$ cat config.mk
export PLATFORM = sky130hd
export DESIGN_NAME = knn_classifier_unit
export DESIGN_NICKNAME = d
export VERILOG_FILES = /design/src/rtl/knn_pkg.sv /design/src/rtl/knn_sorted_list.sv /design/src/rtl/knn_classifier_unit.sv
export SDC_FILE = /design/constraint.sdc
export NUM_CORES = 2
export LEC_CHECK = 0
export CAP_MARGIN = 10
export CORE_MARGIN = 1
export CORE_UTILIZATION = 59
export CTS_CLUSTER_SIZE = 20
export DETAILED_ROUTE_END_ITERATION = 6
export GPL_TIMING_DRIVEN = 1
export PLACE_DENSITY = 0.85
export SETUP_SLACK_MARGIN = 0.2
export SLEW_MARGIN = 10
export SYNTH_ARGS = -nofsm -noshare
export SYNTH_HDL_FRONTEND = slang
export SYNTH_SLANG_ARGS = --single-unit
$ cat constraint.sdc
create_clock -name clk -period 8.5 [get_ports clk]
set_input_delay 1.275 -clock clk [delete_from_list [all_inputs] [get_ports clk]]
set_output_delay 1.275 -clock clk [all_outputs]
set_load 0.05 [all_outputs]
$ cat src/rtl/knn_pkg.sv
// Shared definitions for the k-nearest-neighbour classifier.
//   state_e      : controller state encoding
//   calc_dist_w  : width of a squared-distance sum over all coordinates
//   calc_cnt_w   : width of a vote counter that can hold 0..K
//   calc_idx_w   : index width for n items, never less than one bit
package knn_pkg;

    typedef enum logic [2:0] {
        StIdle   = 3'd0,
        StAccum  = 3'd1,
        StInsert = 3'd2,
        StVote   = 3'd3,
        StDone   = 3'd4
    } state_e;

    function automatic int unsigned calc_dist_w(input int unsigned coord_w,
                                                input int unsigned n_coords);
        return 2 * coord_w + $clog2(n_coords);
    endfunction

    function automatic int unsigned calc_cnt_w(input int unsigned k);
        return $clog2(k + 1);
    endfunction

    function automatic int unsigned calc_idx_w(input int unsigned n);
        return (n > 1) ? $clog2(n) : 1;
    endfunction

endpackage

$ cat src/rtl/knn_sorted_list.sv
// Ascending list of the K nearest (distance, class) pairs seen so far.
//   clk, rst   : clock, synchronous active-high reset (empties the list)
//   clear      : empties the list
//   ins_valid  : insert ins_dist/ins_class this cycle
//   rd_idx     : slot to read; rd_class returns its class
//   count      : number of occupied slots (0..K)
//   head_dist  : slot-0 distance, only when KNN_MIN_DIST_OUT_EN is defined
// Equal distances land after existing entries, so the earliest point wins.
module knn_sorted_list
    import knn_pkg::*;
#(
    parameter int unsigned K       = 8,
    parameter int unsigned DIST_W  = 33,
    parameter int unsigned CLASS_W = 3,
    parameter int unsigned CNT_W   = 4
) (
    input  logic               clk,
    input  logic               rst,
    input  logic               clear,
    input  logic               ins_valid,
    input  logic [DIST_W-1:0]  ins_dist,
    input  logic [CLASS_W-1:0] ins_class,
    input  logic [CNT_W-1:0]   rd_idx,
    output logic [CLASS_W-1:0] rd_class,
`ifdef KNN_MIN_DIST_OUT_EN
    output logic [DIST_W-1:0]  head_dist,
`endif
    output logic [CNT_W-1:0]   count
);

    logic [DIST_W-1:0]  dist_q [K];
    logic [DIST_W-1:0]  dist_d [K];
    logic [CLASS_W-1:0] cls_q  [K];
    logic [CLASS_W-1:0] cls_d  [K];
    logic [K-1:0]       valid_q, valid_d;
    logic [CNT_W-1:0]   count_q, count_d;
    // keep[i]: slot i stays put; the list is sorted, so keep is a prefix
    logic [K-1:0]       keep, keep_prev;

    always_comb begin
        for (int i = 0; i < K; i++) begin
            keep[i] = valid_q[i] && (dist_q[i] <= ins_dist);
        end
        keep_prev = (keep << 1) | K'(1);
        dist_d  = dist_q;
        cls_d   = cls_q;
        valid_d = valid_q;
        count_d = count_q;
        if (clear) begin
            valid_d = '0;
            count_d = '0;
        end else if (ins_valid && !keep[K-1]) begin
            // first non-kept slot takes the new entry, the rest shift down one
            for (int i = 0; i < K; i++) begin
                if (!keep[i] && keep_prev[i]) begin
                    dist_d[i]  = ins_dist;
                    cls_d[i]   = ins_class;
                    valid_d[i] = 1'b1;
                end
            end
            for (int i = 1; i < K; i++) begin
                if (!keep[i] && !keep_prev[i]) begin
                    dist_d[i]  = dist_q[i-1];
                    cls_d[i]   = cls_q[i-1];
                    valid_d[i] = valid_q[i-1];
                end
            end
            if (count_q != CNT_W'(K)) begin
                count_d = count_q + CNT_W'(1);
            end
        end
    end

    always_comb begin
        rd_class = '0;
        for (int i = 0; i < K; i++) begin
            if (rd_idx == CNT_W'(i)) begin
                rd_class = cls_q[i];
            end
        end
    end

    always_ff @(posedge clk) begin
        if (rst) begin
            for (int i = 0; i < K; i++) begin
                dist_q[i] <= '0;
                cls_q[i]  <= '0;
            end
            valid_q <= '0;
            count_q <= '0;
        end else begin
            dist_q  <= dist_d;
            cls_q   <= cls_d;
            valid_q <= valid_d;
            count_q <= count_d;
        end
    end

    assign count = count_q;
`ifdef KNN_MIN_DIST_OUT_EN
    assign head_dist = dist_q[0];
`endif

endmodule

$ cat src/rtl/knn_classifier_unit.sv
// k-nearest-neighbour classifier: streams test/dataset coordinate pairs, keeps
// the K nearest points by squared Euclidean distance, then majority-votes.
//   clk, rst             : clock, synchronous active-high reset
//   start                : begin a run (accepted in idle/done only)
//   busy                 : run in progress
//   s_valid/s_ready      : coordinate beat handshake
//   s_test_coord         : test-point coordinate
//   s_data_coord         : dataset-point coordinate
//   s_class, s_last      : dataset class / last-point flag, final beat only
//   res_valid, res_class : result strobe and winning class
//   res_count, res_tie   : winning vote count, another class matched it
//   res_min_dist         : nearest distance (only with KNN_MIN_DIST_OUT_EN)
module knn_classifier_unit
    import knn_pkg::*;
#(
    parameter  int unsigned COORD_W  = 16,
    parameter  int unsigned CLASS_W  = 3,
    parameter  int unsigned K        = 8,
    parameter  int unsigned N_COORDS = 2,
    localparam int unsigned DIST_W   = calc_dist_w(COORD_W, N_COORDS),
    localparam int unsigned CNT_W    = calc_cnt_w(K)
) (
    input  logic               clk,
    input  logic               rst,
    input  logic               start,
    output logic               busy,
    input  logic               s_valid,
    output logic               s_ready,
    input  logic [COORD_W-1:0] s_test_coord,
    input  logic [COORD_W-1:0] s_data_coord,
    input  logic [CLASS_W-1:0] s_class,
    input  logic               s_last,
`ifdef KNN_MIN_DIST_OUT_EN
    output logic [DIST_W-1:0]  res_min_dist,
`endif
    output logic               res_valid,
    output logic [CLASS_W-1:0] res_class,
    output logic [CNT_W-1:0]   res_count,
    output logic               res_tie
);

    localparam int unsigned CI_W    = calc_idx_w(N_COORDS);
    localparam int unsigned NUM_CLS = 1 << CLASS_W;

    state_e             state_q, state_d;
    logic [DIST_W-1:0]  acc_q, acc_d;
    logic [CI_W-1:0]    ci_q, ci_d;
    logic [CLASS_W-1:0] cls_q, cls_d;
    logic               last_q, last_d;
    logic [CNT_W-1:0]   vote_idx_q, vote_idx_d;
    logic [CNT_W-1:0]   cnt_q [NUM_CLS];
    logic [CNT_W-1:0]   cnt_d [NUM_CLS];
    logic [CNT_W-1:0]   max_q, max_d;
    logic [CLASS_W-1:0] win_q, win_d;
    logic               tie_q, tie_d;
    logic               res_valid_q, res_valid_d;
    logic [CLASS_W-1:0] res_class_q, res_class_d;
    logic [CNT_W-1:0]   res_count_q, res_count_d;
    logic               res_tie_q, res_tie_d;
`ifdef KNN_MIN_DIST_OUT_EN
    logic [DIST_W-1:0]  min_q, min_d;
    logic [DIST_W-1:0]  head_dist;
`endif

    logic               list_clear, ins_valid;
    logic [CLASS_W-1:0] list_cls;
    logic [CNT_W-1:0]   list_count;
    logic [COORD_W-1:0]   diff;
    logic [2*COORD_W-1:0] sq;
    logic [CNT_W-1:0]     vote_n;

    knn_sorted_list #(
        .K       (K),
        .DIST_W  (DIST_W),
        .CLASS_W (CLASS_W),
        .CNT_W   (CNT_W)
    ) u_list (
        .clk       (clk),
        .rst       (rst),
        .clear     (list_clear),
        .ins_valid (ins_valid),
        .ins_dist  (acc_q),
        .ins_class (cls_q),
        .rd_idx    (vote_idx_q),
        .rd_class  (list_cls),
`ifdef KNN_MIN_DIST_OUT_EN
        .head_dist (head_dist),
`endif
        .count     (list_count)
    );

    assign diff   = (s_test_coord >= s_data_coord) ? s_test_coord - s_data_coord
                                                   : s_data_coord - s_test_coord;
    assign sq     = diff * diff;
    assign vote_n = cnt_q[list_cls] + CNT_W'(1);

    always_comb begin
        state_d     = state_q;
        acc_d       = acc_q;
        ci_d        = ci_q;
        cls_d       = cls_q;
        last_d      = last_q;
        vote_idx_d  = vote_idx_q;
        cnt_d       = cnt_q;
        max_d       = max_q;
        win_d       = win_q;
        tie_d       = tie_q;
        res_valid_d = res_valid_q;
        res_class_d = res_class_q;
        res_count_d = res_count_q;
        res_tie_d   = res_tie_q;
`ifdef KNN_MIN_DIST_OUT_EN
        min_d       = min_q;
`endif
        busy        = 1'b0;
        s_ready     = 1'b0;
        list_clear  = 1'b0;
        ins_valid   = 1'b0;

        unique case (state_q)
            StIdle, StDone: begin
                if (start) begin
                    state_d     = StAccum;
                    list_clear  = 1'b1;
                    acc_d       = '0;
                    ci_d        = '0;
                    vote_idx_d  = '0;
                    for (int c = 0; c < NUM_CLS; c++) cnt_d[c] = '0;
                    max_d       = '0;
                    win_d       = '0;
                    tie_d       = 1'b0;
                    res_valid_d = 1'b0;
                    res_class_d = '0;
                    res_count_d = '0;
                    res_tie_d   = 1'b0;
`ifdef KNN_MIN_DIST_OUT_EN
                    min_d       = '0;
`endif
                end
            end
            StAccum: begin
                busy    = 1'b1;
                s_ready = 1'b1;
                if (s_valid) begin
                    acc_d = acc_q + DIST_W'(sq);
                    if (ci_q == CI_W'(N_COORDS - 1)) begin
                        ci_d    = '0;
                        cls_d   = s_class;
                        last_d  = s_last;
                        state_d = StInsert;
                    end else begin
                        ci_d = ci_q + CI_W'(1);
                    end
                end
            end
            StInsert: begin
                busy       = 1'b1;
                ins_valid  = 1'b1;
                acc_d      = '0;
                vote_idx_d = '0;
                state_d    = last_q ? StVote : StAccum;
            end
            StVote: begin
                busy            = 1'b1;
                cnt_d[list_cls] = vote_n;
                if (vote_n > max_q) begin
                    max_d = vote_n;
                    win_d = list_cls;
                    tie_d = 1'b0;
                end else if (vote_n == max_q && list_cls != win_q) begin
                    tie_d = 1'b1;
                end
                vote_idx_d = vote_idx_q + CNT_W'(1);
                // at least one point was inserted, so list_count >= 1 here
                if (vote_idx_q == list_count - CNT_W'(1)) begin
                    state_d     = StDone;
                    res_valid_d = 1'b1;
                    res_class_d = win_d;
                    res_count_d = max_d;
                    res_tie_d   = tie_d;
`ifdef KNN_MIN_DIST_OUT_EN
                    min_d       = head_dist;
`endif
                end
            end
            default: state_d = StIdle;
        endcase
    end

    always_ff @(posedge clk) begin
        if (rst) begin
            state_q     <= StIdle;
            acc_q       <= '0;
            ci_q        <= '0;
            cls_q       <= '0;
            last_q      <= 1'b0;
            vote_idx_q  <= '0;
            for (int c = 0; c < NUM_CLS; c++) cnt_q[c] <= '0;
            max_q       <= '0;
            win_q       <= '0;
            tie_q       <= 1'b0;
            res_valid_q <= 1'b0;
            res_class_q <= '0;
            res_count_q <= '0;
            res_tie_q   <= 1'b0;
`ifdef KNN_MIN_DIST_OUT_EN
            min_q       <= '0;
`endif
        end else begin
            state_q     <= state_d;
            acc_q       <= acc_d;
            ci_q        <= ci_d;
            cls_q       <= cls_d;
            last_q      <= last_d;
            vote_idx_q  <= vote_idx_d;
            cnt_q       <= cnt_d;
            max_q       <= max_d;
            win_q       <= win_d;
            tie_q       <= tie_d;
            res_valid_q <= res_valid_d;
            res_class_q <= res_class_d;
            res_count_q <= res_count_d;
            res_tie_q   <= res_tie_d;
`ifdef KNN_MIN_DIST_OUT_EN
            min_q       <= min_d;
`endif
        end
    end

    assign res_valid = res_valid_q;
    assign res_class = res_class_q;
    assign res_count = res_count_q;
    assign res_tie   = res_tie_q;
`ifdef KNN_MIN_DIST_OUT_EN
    assign res_min_dist = min_q;
`endif

endmodule

* Word level (Yosys, flattened, before mapping)
Cells that the tools add are included.
Storage, ports and cells: bits in registers 394, input bits 40, word-level logic and storage cells 257
Operators by class: multiply operators 1, bitwise logic cells 3, reductions and logical operators 73, magnitude comparators 12, equality and inequality tests 19, mux-type cells 95, add/sub/neg operators 8
Operators by type and width (number):
- 2-to-1 mux 33 bit | 16
- <= comparator 33 bit | 8
- one-hot mux 33 bit (3 select lines) | 1
- 2-to-1 mux 3 bit | 29
- one-hot mux 32 bit (2 select lines) | 1
- AND reduction 3 bit | 12
- adder 33 x 32 -> 33 bit | 1
- bitwise mux 32 bit | 1
- multiplier 16 x 16 -> 32 bit | 1
- 2-to-1 mux 32 bit | 1
- subtractor 16 bit | 2
- 2-to-1 mux 1 bit | 26
- logical AND 1 bit | 25
- 2-to-1 mux 4 bit | 6
- AND reduction 2 bit | 11
- nonzero test 2 bit | 9
- equality test 4 x 3 -> 1 bit (second input constant) | 4
- greater-or-equal comparator 16 bit | 1
- 2-to-1 mux 16 bit | 1
- one-hot mux 4 bit (2 select lines) | 2
- adder 4 x 1 -> 4 bit (second input constant) | 3
- binary-select mux 4 bit (select 3 bit) | 1
- demux 4 bit (select 3 bit) | 1
- one-hot mux 3 bit (2 select lines) | 2
- 27 further kinds | 46

* Depth between registers and ports, before layout
depth in word-level cells 20, depth in mapped cells 38, mapped depth without buffers 36

* Hierarchy
A second synthesis with hierarchy kept.
Unflattened totals: cells, all modules 3871, area, all modules 32806.5 um2
By module, submodules not included:
- knn_sorted_list | instances 1, sequential area each 6005.8 um2, area an instance 18903.1 um2, cells each 2206
- knn_classifier_unit | instances 1, sequential area each 1881.8 um2, area an instance 13903.3 um2, cells each 1665

* Worst setup path before layout
OpenSTA, ideal clock, no wires.
kind input-to-reg, from in s_test_coord[0], to reg acc_q[31], setup slack -0.734 ns, arrival time 9.117 ns, stages on the path 35, library setup time 0.117 ns, cell sequence inv_1 -> ha_1 -> fa_1 -> nand2b_1 -> a31oi_1 -> o41ai_2 -> a21oi_1 -> clkbuf_1 -> a21oi_1 -> a41o_1 -> xnor2_1 -> inv_1 -> clkbuf_1 -> nand2_1 -> fa_1 -> xnor2_1 -> or3_1 -> a21oi_1 -> a21o_1 -> nor3_1 -> fa_1 -> fa_1 -> inv_1 -> fa_1 -> fa_1 -> inv_1 -> ha_1 -> a21o_1 -> a21o_1 -> nor3_1 -> nand2_1 -> o221ai_1 -> o21ai_0 -> xor2_1 -> a22o_1
Between the ends: word-level cells in the longest chain between the ends 6, elaborated cells between the ends (all ways) 8, those cells by class 3 x add/sub; 1 x mul; 1 x order compare; 3 x mux
Ends and longest elaborated chain:
- start, declared | RTL line knn_classifier_unit.sv:29 | input logic [COORD_W-1:0] s_test_coord,
- subtractor 16 bit, or another cell as far along | RTL line knn_classifier_unit.sv:93 | : s_data_coord - s_test_coord;
- 2-to-1 mux 16 bit * | RTL line knn_classifier_unit.sv:92 | assign diff = (s_test_coord >= s_data_coord) ? s_test_coord - s_data_coord
- multiplier 16 x 16 -> 32 bit * | RTL line knn_classifier_unit.sv:94 | assign sq = diff * diff;
- adder 33 x 32 -> 33 bit * | RTL line knn_classifier_unit.sv:145 | acc_d = acc_q + DIST_W'(sq);
- 2-to-1 mux 33 bit * | RTL line knn_classifier_unit.sv:144 | if (s_valid) begin
- one-hot mux 33 bit (3 select lines) * | RTL line knn_classifier_unit.sv:120 | unique case (state_q)
- end signal, assigned | RTL line knn_classifier_unit.sv:193 | acc_q <= '0;
- end signal, assigned | RTL line knn_classifier_unit.sv:211 | acc_q <= acc_d;
- end, declared | RTL line knn_classifier_unit.sv:46 | logic [DIST_W-1:0] acc_q, acc_d;
Every way passes the cells marked *; elsewhere a longest branch is shown, timed or not. The select of a mux whose other input is x is not followed. A chain may end at the register's enable or synchronous reset.

* Worst setup path after layout
from in s_test_coord[6], to reg acc_q[25]
Same word-level chain as after synthesis.

==> flow_metrics.tcl <==
set metrics [dict create \
    core_mm2 0.0554 \
    initial_utilization 0.601 \
    regArea_mm2 0.00789 \
    end_kind "flop" \
    stdcell_count 4960 \
    ys_ff_latch 394 \
    cap_violations 0 \
    port_buffers 50 \
    die_w_um 240 \
    synthDistinctLibCells 78 \
    rows 86 \
    critPathMaxFanout 10 \
    worst_slack_ns -0.477 \
    dp_cells 4808 \
    avgSynthCellArea_um2 8.47 \
    drcViolationCount 0 \
    drtIter0Drc 3845 \
    vias_per_cell 6.41 \
    dr.pass1.iters 6 \
    worst_path_max_delay_cell "fa_2" \
    crit_required_ns 8.90 \
    clock_sinks 394 \
    drtAntennaViolNets 0 \
    synth_area_mm2 0.0333 \
    drt_wl_total_um 106000 \
    hp-class "reg -> reg" \
    synthFlopType "dfxtp_1" \
    insertion_delay_ns 0.56 \
    reg2reg_to "res_class[0]" \
    timing.slew.headroom 0.212 \
    overflow 0 \
    slowest_delay_ns 0.56 \
    nFillCells 3778 \
    multi_input_comb_area_mm2 0.0242 \
    grt_setup_unrepaired "true" \
    clk_pin_slew_ns 0.06 \
    period_needed_ns 8.98 \
    drv_slew 0 \
    worstSetupStartpointType "input pin" \
    crit_arrival_ns 9.38 \
    antenna_cells 0 \
    synthArstFlopShare 0 \
    cts_tree "yes" \
    synth_nets 4577 \
    area_growth_pct 19.2 \
    vias 31795 \
    die_h_um 240 \
    min_path_cells 2 \
    grt_pass1_wl_um 165000 \
    grt_max_degree 151 \
    clock_skew_ns 0.0164 \
    syn_inst 3930 \
    cts_made_buffers 41 \
    die_area_mm2 0.0574 \
    io_pins 51 \
    synthTopCellsByCount "449 x nor2_1, 425 x inv_1, 411 x ha_1" \
    cts.htree.levels 2 \
    r2r_start "vote_idx_q[0]" \
    cts-root-buf "clkbuf_16" \
    hold_viol_final 0 \
    ys_warn_count 0 \
    track_usage 0.361 \
    violations "negative setup slack" \
    yosysMostFrequentCell "nor2_1" \
    status "finished with violations" \
    clk_path_buf_depth 3 \
    tightest_slew_ns 1.18 \
    synthTopCellsByArea "dfxtp_1 24%, ha_1 15%, fa_1 12%, mux2i_1 6.7%, nor2_1 5.1%" \
    dp_hpwl_um 73700 \
    yosys.area.top_type "dfxtp_1" \
    critical_path_class "in -> reg" \
    nNetsFinal 4827 \
    synth.top_cell.area_share 0.237 \
    hold-path-endpoint "res_valid" \
    dp_slack_ns -1.28 \
    avgRoutedWirePerCell_um 21.3 \
    synth_edf_count 0 \
    drive_gt1_frac 0.174 \
    worst-r2r-cell-count 21 \
    setup_viol 17 \
    antenna_found_initial 2 \
    min-delay-start "res_valid" \
    r2r_slack_ns 2.36 \
    synth-seq-area-share 0.237 \
    fin_crit_sh 1.06 \
    max_freq_mhz 111 \
    place.gp.congestion 1.03 \
    grt_pass1_vias 31222 \
]
==> timing repair <==
item,CTS,global route
hold endpoints to repair,0,0
setup buffers,61,16
setup endpoints to repair,22,21
hold buffers,0,0
pin swaps,109,82
resized for setup,230,67
==> layout make-up <==
type,instances,area share
Tap cell,748,0.0236
Sequential cell,394,0.199
Timing Repair Buffer,446,0.0923
Inverter,428,0.0409
Clock inverter,14,0.00391
Clock buffer,61,0.0298
Multi-Input combinational cell,2869,0.611
==> flip-flops by register name (all words and copies together) (netlist names), 8 cells and up <==
name	flops
u_list.valid_q	8
u_list.cls_q	24
u_list.dist_q	264
cnt_q	32
acc_q	33
==> layout by cell type, fill, tap and decap left out, types with 14 or more instances in the layout <==
| cell type | n |
|---|---|
| a2111oi_0 | 34 |
| a211oi_1 | 185 |
| a21o_1 | 124 |
| a21oi_1 | 226 |
| a22oi_1 | 22 |
| a311oi_1 | 49 |
| a31oi_1 | 18 |
| buf_4 | 358 |
| buf_6 | 30 |
| clkbuf_16 | 41 |
| clkdlybuf4s50_1 | 17 |
| dfxtp_1 | 394 |
| fa_1 | 182 |
| fa_2 | 14 |
| ha_1 | 372 |
| ha_4 | 34 |
| inv_1 | 392 |
| inv_2 | 30 |
| mux2i_1 | 219 |
| nand2_1 | 242 |
| nand2_2 | 18 |
| nand3_1 | 57 |
| nand4_1 | 61 |
| nor2_1 | 427 |
| nor2b_1 | 21 |
| nor3_1 | 64 |
| o21a_1 | 29 |
| o21ai_0 | 107 |
| xnor2_1 | 35 |
==> worst max path at each step <==
stage,startpoint,to,slack [ns],cells past startpoint
6_report,s_test_coord[6],acc_q[25],-0.48,36
4_1_cts,s_data_coord[0],acc_q[29],-0.11,35
5_1_grt,s_test_coord[6],acc_q[29],-0.60,37
3_5_place_dp,s_test_coord[0],acc_q[31],-1.28,36
2_1_floorplan,s_data_coord[5],acc_q[31],-0.03,36
3_3_place_gp,s_test_coord[0],acc_q[31],-1.10,34
==> critical path: cells and delay by family <==
family,cells,cell delay (ns)
adders and majority gates,8,3.16
AOI/OAI and AO/OA,9,2.03
buffers and inverters,11,1.25
and+or+nand+nor,5,0.98
xor gates and xnor gates,2,0.44
muxes,1,0.20
==> cell families (layout without fill, tap and decap cells) <==
logic type                 after synthesis  after routing  share of synthesized area
DFF                                    394            394                      0.237
muxes                                  228            228                     0.0688
and+or+nand+nor                       1021           1021                      0.135
AOI/OAI and AO/OA                      949            949                      0.193
adders and majority gates              607            607                      0.272
xor gates and xnor gates                64             64                     0.0171
buffers and inverters                  667            949                     0.0777
==> per-stage QoR <==
| step | hold slack, ns | utilization | instance area (µm²) | TNS, ns |
|---|---|---|---|---|
| 3_3_place_gp | 0.431 | 0.665 | 36900 | -19.14 |
| 3_5_place_dp | 0.443 | 0.665 | 36900 | -22.42 |
| 6_report | 0.453 | 0.716 | 39700 | -4.64 |
| 2_1_floorplan | 0.436 | - | 33800 | -0.0324 |
| 5_1_grt | 0.473 | 0.716 | 39700 | -7.76 |
| 4_1_cts | 0.452 | 0.709 | 39300 | -0.131 |
==> routing by layer <==
| metal | global-route usage | vias up | part of all wire |
|---|---|---|---|
| met5 | 0 | - | 0.00012 |
| met4 | 0.157 | 4 | 0.047 |
| met2 | 0.571 | 1948 | 0.45 |
| met3 | 0.0771 | 435 | 0.11 |
| li1 | - | 14245 | - |
| met1 | 0.473 | 15163 | 0.40 |
Power is not shown: default switching activity piles up to over one toggle a cycle in this logic, so the estimate is an artifact.
